[config.mk]
export PLATFORM = sky130hd
export DESIGN_NAME = uart_tx_arb
export DESIGN_NICKNAME = d
export VERILOG_FILES = /design/src/rtl/uart_tx_arb.sv
export SDC_FILE = /design/constraint.sdc
export NUM_CORES = 1
export LEC_CHECK = 0
export ABC_CLOCK_PERIOD_IN_PS = 5300
export BUFFER_PORTS_ARGS = -buffer_cell sky130_fd_sc_hd__buf_2
export CORE_AREA = 2 2 83 85
export CTS_BUF_LIST = sky130_fd_sc_hd__clkbuf_16
export DETAILED_ROUTE_END_ITERATION = 10
export DIE_AREA = 0 0 85 87
export GPL_TIMING_DRIVEN = 0
export SLEW_MARGIN = 15
export SYNTH_ARGS = -nofsm -noshare
export SYNTH_HDL_FRONTEND = slang
export SYNTH_SLANG_ARGS = --single-unit
[constraint.sdc]
create_clock -name clk -period 5.3 [get_ports clk]
set_input_delay 1.06 -clock clk [delete_from_list [all_inputs] [get_ports clk]]
set_output_delay 1.06 -clock clk [all_outputs]
set_load 0.01 [all_outputs]
[src/rtl/uart_tx_arb.sv]
// Round-robin, packet-granular arbiter that shares one UART transmitter byte
// interface (tx_data / new_tx_data / tx_busy) between NREQ byte-stream requesters.
//
// Requester handshake: a requester holds req_valid[i] high with req_data/req_last
// stable until it sees a one-cycle req_ready[i] pulse. That pulse means the byte
// was consumed. The pulse coincides with new_tx_data, which loads the byte into
// the transmitter.
module uart_tx_arb #(
    parameter int NREQ         = 2,
    parameter int BUSY_WAIT    = 4,
    parameter int LOCK_TIMEOUT = 65535
) (
    input  logic              clk,
    input  logic              rst,
    input  logic [NREQ-1:0]   req_valid,
    input  logic [8*NREQ-1:0] req_data,
    input  logic [NREQ-1:0]   req_last,
    output logic [NREQ-1:0]   req_ready,
    output logic [NREQ-1:0]   grant,
    output logic [7:0]        tx_data,
    output logic              new_tx_data,
    input  logic              tx_busy,
    output logic              lock_abort,
    output logic              arb_busy
);

    localparam int              IW           = (NREQ > 1) ? $clog2(NREQ) : 1;
    localparam logic [2:0]      BW_LAST      = 3'(BUSY_WAIT - 1);
    localparam logic [15:0]     LOCK_LAST    = 16'(LOCK_TIMEOUT - 1);
    localparam logic [IW-1:0]   LAST_IDX_RST = IW'(NREQ - 1);

    typedef enum logic [2:0] {
        IDLE      = 3'd0,
        SEND      = 3'd1,
        WAIT_BUSY = 3'd2,
        WAIT_DONE = 3'd3,
        HOLD      = 3'd4
    } state_t;

    state_t          state_q;
    logic [NREQ-1:0] grant_q;
    logic [IW-1:0]   gidx_q;
    logic [IW-1:0]   last_grant_q;
    logic            last_flag_q;
    logic [2:0]      wait_cnt_q;
    logic [15:0]     lock_cnt_q;
    logic [NREQ-1:0] req_ready_q;
    logic [7:0]      tx_data_q;
    logic            new_tx_data_q;
    logic            lock_abort_q;

    logic            hi_found;
    logic [IW-1:0]   hi_idx;
    logic            lo_found;
    logic [IW-1:0]   lo_idx;
    logic            sel_found;
    logic [IW-1:0]   sel_idx;
    logic [NREQ-1:0] sel_onehot;

    logic            cur_valid;
    logic            cur_last;
    logic [7:0]      cur_data;

    // Round-robin pick: prefer the lowest valid index above last_grant. If there
    // is none, wrap to the lowest valid index overall.
    always_comb begin
        hi_found = 1'b0;
        hi_idx   = '0;
        lo_found = 1'b0;
        lo_idx   = '0;
        for (int i = NREQ - 1; i >= 0; i--) begin
            if (req_valid[i]) begin
                lo_found = 1'b1;
                lo_idx   = IW'(i);
                if (IW'(i) > last_grant_q) begin
                    hi_found = 1'b1;
                    hi_idx   = IW'(i);
                end
            end
        end
        sel_found = lo_found;
        sel_idx   = hi_found ? hi_idx : lo_idx;
    end

    assign sel_onehot = NREQ'(1) << sel_idx;

    assign cur_valid = req_valid[gidx_q];
    assign cur_last  = req_last[gidx_q];
    assign cur_data  = req_data[{gidx_q, 3'b000} +: 8];

    always_ff @(posedge clk or posedge rst) begin
        if (rst) begin
            state_q       <= IDLE;
            grant_q       <= '0;
            gidx_q        <= '0;
            last_grant_q  <= LAST_IDX_RST;
            last_flag_q   <= 1'b0;
            wait_cnt_q    <= '0;
            lock_cnt_q    <= '0;
            req_ready_q   <= '0;
            tx_data_q     <= 8'h00;
            new_tx_data_q <= 1'b0;
            lock_abort_q  <= 1'b0;
        end else begin
            new_tx_data_q <= 1'b0;
            req_ready_q   <= '0;
            lock_abort_q  <= 1'b0;

            unique case (state_q)
                IDLE: begin
                    if (sel_found) begin
                        grant_q <= sel_onehot;
                        gidx_q  <= sel_idx;
                        state_q <= SEND;
                    end
                end

                SEND: begin
                    tx_data_q     <= cur_data;
                    new_tx_data_q <= 1'b1;
                    req_ready_q   <= grant_q;
                    last_flag_q   <= cur_last;
                    wait_cnt_q    <= '0;
                    state_q       <= WAIT_BUSY;
                end

                // The counter fallback handles transmitters that never raise busy.
                WAIT_BUSY: begin
                    if (tx_busy || (wait_cnt_q == BW_LAST)) begin
                        state_q <= WAIT_DONE;
                    end else if (wait_cnt_q != 3'b111) begin
                        wait_cnt_q <= wait_cnt_q + 3'd1;
                    end
                end

                WAIT_DONE: begin
                    if (!tx_busy) begin
                        if (last_flag_q) begin
                            grant_q      <= '0;
                            last_grant_q <= gidx_q;
                            state_q      <= IDLE;
                        end else if (cur_valid) begin
                            state_q <= SEND;
                        end else begin
                            lock_cnt_q <= '0;
                            state_q    <= HOLD;
                        end
                    end
                end

                // Other requesters are ignored here; only the owner or the timeout can end the hold.
                HOLD: begin
                    if (cur_valid) begin
                        state_q <= SEND;
                    end else if (lock_cnt_q == LOCK_LAST) begin
                        lock_abort_q <= 1'b1;
                        grant_q      <= '0;
                        last_grant_q <= gidx_q;
                        state_q      <= IDLE;
                    end else if (lock_cnt_q != 16'hFFFF) begin
                        lock_cnt_q <= lock_cnt_q + 16'd1;
                    end
                end

                default: begin
                    state_q <= IDLE;
                end
            endcase
        end
    end

    assign grant       = grant_q;
    assign req_ready   = req_ready_q;
    assign tx_data     = tx_data_q;
    assign new_tx_data = new_tx_data_q;
    assign lock_abort  = lock_abort_q;
    assign arb_busy    = (state_q != IDLE);

endmodule

==> results of run 1 <==
power groups by stage:
stage	registers (W)	clock network, W	logic (W)
floorplan	0.000510	0	0.000304
global placement	0.000508	0	0.000431
detailed placement	0.000511	0	0.000443
CTS	0.000507	0.000316	0.000444
global route	0.000529	0.000327	0.000490
finish	0.000507	0.000309	0.000439
per-layer routing:
metal	track usage, %	share of wire (%)	vias to the layer above
li1	-	-	941
met1	20.0	49	919
met2	22.7	46	37
met3	2.75	3.3	7
met4	5.19	1.5	0
met5	0	0	-
registers in the layout, summed over array words and instances (netlist names):
register      count
lock_cnt_q       16
tx_data           8
state_q           3
wait_cnt_q        3
grant             2
req_ready         2
gidx_q            1
last_flag_q       1
last_grant_q      1
lock_abort        1
new_tx_data       1
final timing paths:
path,start,cells after the start,to
setup reg to reg,gidx_q,4,lock_cnt_q[1]
setup / recovery,state_q[0],4,arb_busy
min in group asynchronous,rst,2,lock_cnt_q[14]
max in group asynchronous,rst,3,last_grant_q
hold reg to reg,grant[1],1,req_ready[1]
hold / removal,grant[1],1,req_ready[1]
metrics by stage:
step,std cells,power (W)
after global placement,346,0.000939
after CTS,355,0.00127
after detailed placement,347,0.000954
after floorplan,229,0.000814
after global routing,355,0.00135
final,355,0.00126
kinds of logic (layout without fill, tap and decap cells):
group                    count (synthesis)  after routing  synth area share [%]
AND/OR/NAND/NOR                         83             83                  22.7
flip-flops                              39             39                  43.8
buffers and inverters                   28             74                  5.72
multiplexers                            14             14                  6.51
adder cells (fa/ha/maj)                  5              5                  2.80
AO/OA/AOI/OAI                           60             60                  18.5
cell type report:
cell class | count | area, µm²
buffer | 12 | 67.6
clock buffer | 5 | 125
clock inverter | 3 | 23.8
fill | 636 | 3880
inverter | 16 | 60.1
multi-input combinational | 162 | 1130
sequential | 39 | 977
tap | 80 | 100
timing repair buffer | 38 | 205
placed cells by master, fill, tap and decap left out, types with 3 or more instances in the layout:
cell type   n
buf_2      40
nand4_1     4
a211oi_1    3
a21oi_1    15
or4_1       5
nor2_1     20
dfrtp_1    38
mux2i_1    10
ha_1        5
inv_1      15
a31oi_1     4
nor3_1      5
nand2_1    11
or3_1       3
o21ai_0     7
mux2_2      4
nand3_1     8
a2bb2oi_1   4
and3_1      5
and2_1      4
clkbuf_1    6
clkbuf_16   5
o211ai_1   11
==> impl_metrics.env, run 1 <==
export IMPL_yosys_most_used_dff="dfrtp_1"
export IMPL_cp_max_fo=10
export IMPL_grt_pass1_vias=1776
export IMPL_path_class="reg -> out"
export IMPL_path_clk_slew_ns=0.06
export IMPL_status="finished, final reports clean"
export IMPL_critPathBufInv=3
export IMPL_yosysSeqAreaShare_pct=43.8
export IMPL_cp_required_ns=4.24
export IMPL_cts_sinks=39
export IMPL_synth_top_area_cell="dfrtp_1"
export IMPL_yosys_warnings=0
export IMPL_numCtsBuffers=5
export IMPL_dp_slack_ns=2.69
export IMPL_vias_per_cell=5.36
export IMPL_hpwl_mm=3.59
export IMPL_postCtsResizedCells=0
export IMPL_port_buffer_count=37
export IMPL_intPower_w=0.000777
export IMPL_utilization_pct=40.9
export IMPL_post_drt_wl_per_cell_um=14.4
export IMPL_io_pins=38
export IMPL_finalCritPeriodShare_pct=48.1
export IMPL_die_area_um2=7400
export IMPL_synth_most_common_cell="dfrtp_1"
export IMPL_vdd_ir_drop_max_mv=0.210
export IMPL_finalMaxSlewViolations=0
export IMPL_grt_start_max_net_pins=27
export IMPL_clockBufferDepth=2
export IMPL_rsz0062_at_grt="false"
export IMPL_pwr_share_clk_pct=24.6
export IMPL_postCtsSetupRepairBufs=0
export IMPL_async_flop_share_pct=100
export IMPL_maxCapViolations=0
export IMPL_powerDensity_nw_per_um2=468
export IMPL_holdWs_ns=0.515
export IMPL_initial_core_util_pct=34.0
export IMPL_start_kind="register"
export IMPL_core_um2=6570
export IMPL_antenna_cells=0
export IMPL_rows=30
export IMPL_setup_ws_ns=2.75
export IMPL_reg2reg_slack_ns=3.31
export IMPL_drtIter0Drc=129
export IMPL_synth_top_cell_area_share_pct=42.6
export IMPL_synthDistinctLibCells=51
export IMPL_finalSetupViolations=0
export IMPL_finalSetupTns_ns=0
export IMPL_crit_family="buffers and inverters"
export IMPL_relSlewSlack_pct=56.1
export IMPL_overflow=0
export IMPL_grt_total_usage_pct=14.5
export IMPL_syn_nets=257
export IMPL_synth_edff_count=0
export IMPL_finClkSkew_ns=0.00549
export IMPL_tightest_slew_ns=0.658
export IMPL_grt_pass1_wl_mm=8.61
export IMPL_synth_cells=229
export IMPL_syn_to_final_growth_pct=20.4
export IMPL_arrival_ns=1.49
export IMPL_dr_pass1_iters=4
export IMPL_critical_path_slowest_cell="dfrtp_1"
export IMPL_placed_cell_area_um2=2540
export IMPL_synth_area_leaders="dfrtp_1 43%, mux2i_1 4.5%, o211ai_1 3.7%"
export IMPL_cts_tree="done"
export IMPL_cts_root_buffer="clkbuf_16"
export IMPL_yosys_top_cells_count="38 x dfrtp_1, 20 x nor2_1, 16 x inv_1"
export IMPL_holdBufCountCts=0
export IMPL_netSwitchingFraction_pct=38.1
export IMPL_hp_class="reg -> reg"
export IMPL_critPathMaxStageDelay_ns=0.41
export IMPL_die_h_um=87
export IMPL_path_cells="clkbuf_1 -> nor3_1 -> inv_1 -> buf_2"
export IMPL_fin_area_um2=2690
export IMPL_syn_area_um2=2230
export IMPL_insertion_delay_ns=0.29
export IMPL_antenna_found_initial=0
export IMPL_ant_nets=0
export IMPL_hold_viol=0
export IMPL_die_x_um=85
export IMPL_fmax_mhz=392
export IMPL_end_kind="output port"
export IMPL_drive_gt1_share_pct=25.8
export IMPL_wl_mm=5.13
export IMPL_cellLeakagePower_nw=1.19
export IMPL_htreeDepth=2
export IMPL_p_seq_share_pct=40.4
export IMPL_fin_crit_ns=2.55
export IMPL_ys_seq_elements=39
export IMPL_pwr_share_comb_pct=35.0
export IMPL_switching_power_w=0.000479
export IMPL_vias=1904
export IMPL_fin_nets=302
export IMPL_avgSynthCellArea_um2=9.74
export IMPL_drc_errors=0
export IMPL_gp_congestion=0.773
(Power assumes the default switching activity.)
==> inputs of run 2 (changes only) <==
--- a/config.mk
+++ b/config.mk
@@ -5,12 +5,13 @@
 export SDC_FILE = /design/constraint.sdc
 export NUM_CORES = 1
 export LEC_CHECK = 0
-export ABC_CLOCK_PERIOD_IN_PS = 5300
+export ABC_AREA = 1
+export ABC_CLOCK_PERIOD_IN_PS = 2400
 export BUFFER_PORTS_ARGS = -buffer_cell sky130_fd_sc_hd__buf_2
-export CORE_AREA = 2 2 83 85
+export CORE_AREA = 2 2 85 87
 export CTS_BUF_LIST = sky130_fd_sc_hd__clkbuf_16
 export DETAILED_ROUTE_END_ITERATION = 10
-export DIE_AREA = 0 0 85 87
+export DIE_AREA = 0 0 87 89
 export GPL_TIMING_DRIVEN = 0
 export SLEW_MARGIN = 15
 export SYNTH_ARGS = -nofsm -noshare
==> constraint.sdc (replaced) <==
create_clock -name clk -period 2.4 [get_ports clk]
set_input_delay 0.48 -clock clk [delete_from_list [all_inputs] [get_ports clk]]
set_output_delay 0.48 -clock clk [all_outputs]
set_load 0.01 [all_outputs]
==> run 2 against run 1 <==
Effect of this change:
- non-clock buffer count is 4 lower
- count of clock-buffer cells in the layout stayed put
- worst hold slack worse by 0.32 ns
- global-route usage is 0.82 points lower
- die area is 4.7% higher
- synthesized cell count is 39% higher
- via count is 10% higher
==> impl_metrics.env, run 2 <==
export IMPL_powerDensity_nw_per_um2=980
export IMPL_io_pins=38
export IMPL_die_h_um=89
export IMPL_htreeDepth=2
export IMPL_gp_congestion=0.822
export IMPL_syn_nets=347
export IMPL_hp_class="in -> async"
export IMPL_synth_edff_count=0
export IMPL_drc_errors=0
export IMPL_worstRegToRegCells=10
export IMPL_finClkSkew_ns=0.00595
export IMPL_yosys_warnings=0
export IMPL_start_kind="register"
export IMPL_arrival_ns=1.28
export IMPL_cts_tree="done"
export IMPL_final_common_cell="nand2_1"
export IMPL_fill_cells=667
export IMPL_tightest_slew_ns=0.440
export IMPL_fin_nets=392
export IMPL_insertion_delay_ns=0.28
export IMPL_finalSetupViolations=0
export IMPL_hold_viol=0
export IMPL_hpwl_mm=3.83
export IMPL_yosysSeqAreaShare_pct=41.6
export IMPL_syn_to_final_growth_pct=20.4
export IMPL_path_class="reg -> out"
export IMPL_dp_cells=437
export IMPL_ant_nets=0
export IMPL_finalCritPeriodShare_pct=73.5
export IMPL_grt_total_usage_pct=13.7
export IMPL_fin_crit_ns=1.76
export IMPL_synth_top_cell_area_share_pct=40.5
export IMPL_startpoint="state_q[1]"
export IMPL_power_total_w=0.00277
export IMPL_overflow=0
export IMPL_cts_sinks=39
export IMPL_vias_per_cell=4.71
export IMPL_async_flop_share_pct=100
export IMPL_yosys_most_used_dff="dfrtp_1"
export IMPL_holdBufCountCts=0
export IMPL_relSlewSlack_pct=70.7
export IMPL_core_um2=6720
export IMPL_rsz0062_at_grt="false"
export IMPL_vias=2097
export IMPL_stdcell_count=445
export IMPL_drive_gt1_share_pct=24.1
export IMPL_drtIter0Drc=102
export IMPL_yosys_top_cells_count="104 x nand2_1, 38 x dfrtp_1, 36 x nor2_1"
export IMPL_synth_most_common_cell="nand2_1"
export IMPL_avgSynthCellArea_um2=7.36
export IMPL_grt_pass1_wl_mm=8.47
export IMPL_wl_mm=4.94
export IMPL_postCtsResizedCells=0
export IMPL_vdd_ir_drop_max_mv=0.560
export IMPL_finalSetupTns_ns=0
export IMPL_initial_core_util_pct=34.9
export IMPL_finalMaxSlewViolations=0
export IMPL_endpoint="arb_busy"
export IMPL_ys_seq_elements=39
export IMPL_grt_start_max_net_pins=22
export IMPL_antenna_cells=0
export IMPL_setup_ws_ns=0.635
export IMPL_synthDistinctLibCells=25
export IMPL_dr_pass1_iters=4
export IMPL_synth_top_area_cell="dfrtp_1"
export IMPL_r2r_end="lock_cnt_q[13]"
export IMPL_cellLeakagePower_nw=1.40
export IMPL_grt_pass1_vias=1923
export IMPL_synth_cells=319
export IMPL_rows=30
export IMPL_clockBufferDepth=2
export IMPL_dp_slack_ns=0.705
export IMPL_largest_reg_flops=16
export IMPL_rr_startpoint="lock_cnt_q[0]"
export IMPL_post_drt_wl_per_cell_um=11.1
export IMPL_port_buffer_count=37
export IMPL_synth_area_leaders="dfrtp_1 41%, nand2_1 17%, nor2_1 5.8%"
export IMPL_fmax_mhz=567
export IMPL_die_area_um2=7740
export IMPL_numCtsBuffers=5
export IMPL_path_clk_slew_ns=0.06
export IMPL_reg2reg_slack_ns=0.71
export IMPL_cp_required_ns=1.92
export IMPL_postCtsSetupRepairBufs=0
export IMPL_antenna_found_initial=0
export IMPL_end_kind="output port"
export IMPL_status="finished, final reports clean"
export IMPL_top_register="lock_cnt_q"
export IMPL_final_cell_mix="104 x nand2_1, 40 x buf_2, 38 x dfrtp_1, 36 x nor2_1, 34 x inv_1"
export IMPL_cts_root_buffer="clkbuf_16"
export IMPL_cp_max_fo=5
export IMPL_maxCapViolations=0
export IMPL_syn_area_um2=2350
export IMPL_die_x_um=87
-- run 2: changes by cell type after synthesis, moves of 12 or more --
cell	previous run	this run
nor2_1	20	36
nand3_1	8	25
a21oi_1	15	3
o21ai_2	0	14
nand2_1	11	104
inv_1	16	34
-- run 2: area by class of cell --
| type | count | area [µm²] | share of cell area, % |
|---|---|---|---|
| Sequential cell | 39 | 977 | 34.6 |
| Clock buffer | 5 | 125 | 4.43 |
| Multi-Input combinational cell | 236 | 1180 | 41.7 |
| Timing Repair Buffer | 38 | 213 | 7.53 |
| Buffer | 8 | 56.3 | 1.99 |
| Inverter | 36 | 135 | 4.78 |
| Clock inverter | 3 | 41.3 | 1.46 |
| Tap cell | 80 | 100 | 3.54 |
-- run 2: worst min path at each step --
stage	startpoint	to	depth (start not counted)
CTS	rst	tx_data[5]	2
detailed placement	last_grant_q	last_grant_q	2
floorplan	last_grant_q	last_grant_q	2
finish	rst	new_tx_data	2
global route	rst	tx_data[5]	2
global placement	last_grant_q	last_grant_q	2
-- run 2: through the flow --
step / hold slack (ns) / instance area, µm² / utilization (%)
after detailed placement: 0.465 / 2660 / 39.6
after global placement: 0.463 / 2630 / 39.2
final: 0.198 / 2830 / 42.1
after floorplan: 0.442 / 2350 / -
after global routing: 0.232 / 2830 / 42.1
after CTS: 0.209 / 2830 / 42.1
-- run 2: metal layers --
| metal | share of wire [%] | vias up | global-route usage [%] |
|---|---|---|---|
| met5 | 0 | - | 0 |
| met4 | 1.6 | 0 | 4.97 |
| met3 | 3.4 | 8 | 2.77 |
| met2 | 47 | 37 | 23.0 |
| met1 | 48 | 944 | 17.4 |
| li1 | - | 1108 | - |
-- run 2: cells by family after synthesis --
| kind of cell | count (synthesis) | synth area share [%] |
|---|---|---|
| and+or+nand+nor | 196 | 36.7 |
| buffers and inverters | 44 | 8.16 |
| DFF | 39 | 41.6 |
| AOI/OAI and AO/OA | 31 | 9.38 |
| adders and majority gates | 5 | 2.67 |
| xor gates and xnor gates | 4 | 1.49 |
-- run 2: power by group --
group / internal, W / total, W / switching (W) / leakage [nW]
registers: 0.000831 / 0.000932 / 0.000101 / 0.504
logic: 0.000386 / 0.00110 / 0.000710 / 0.815
clock network: 0.000486 / 0.000743 / 0.000257 / 0.0812
total: 0.00170 / 0.00277 / 0.00107 / 1.40
-- run 2: worst max-delay path, cell delays in order, from the launching register on --
cell     delay [ns]
dfrtp_1        0.42
inv_1          0.15
nand2_1        0.09
nor2_1         0.13
inv_1          0.07
buf_2          0.14
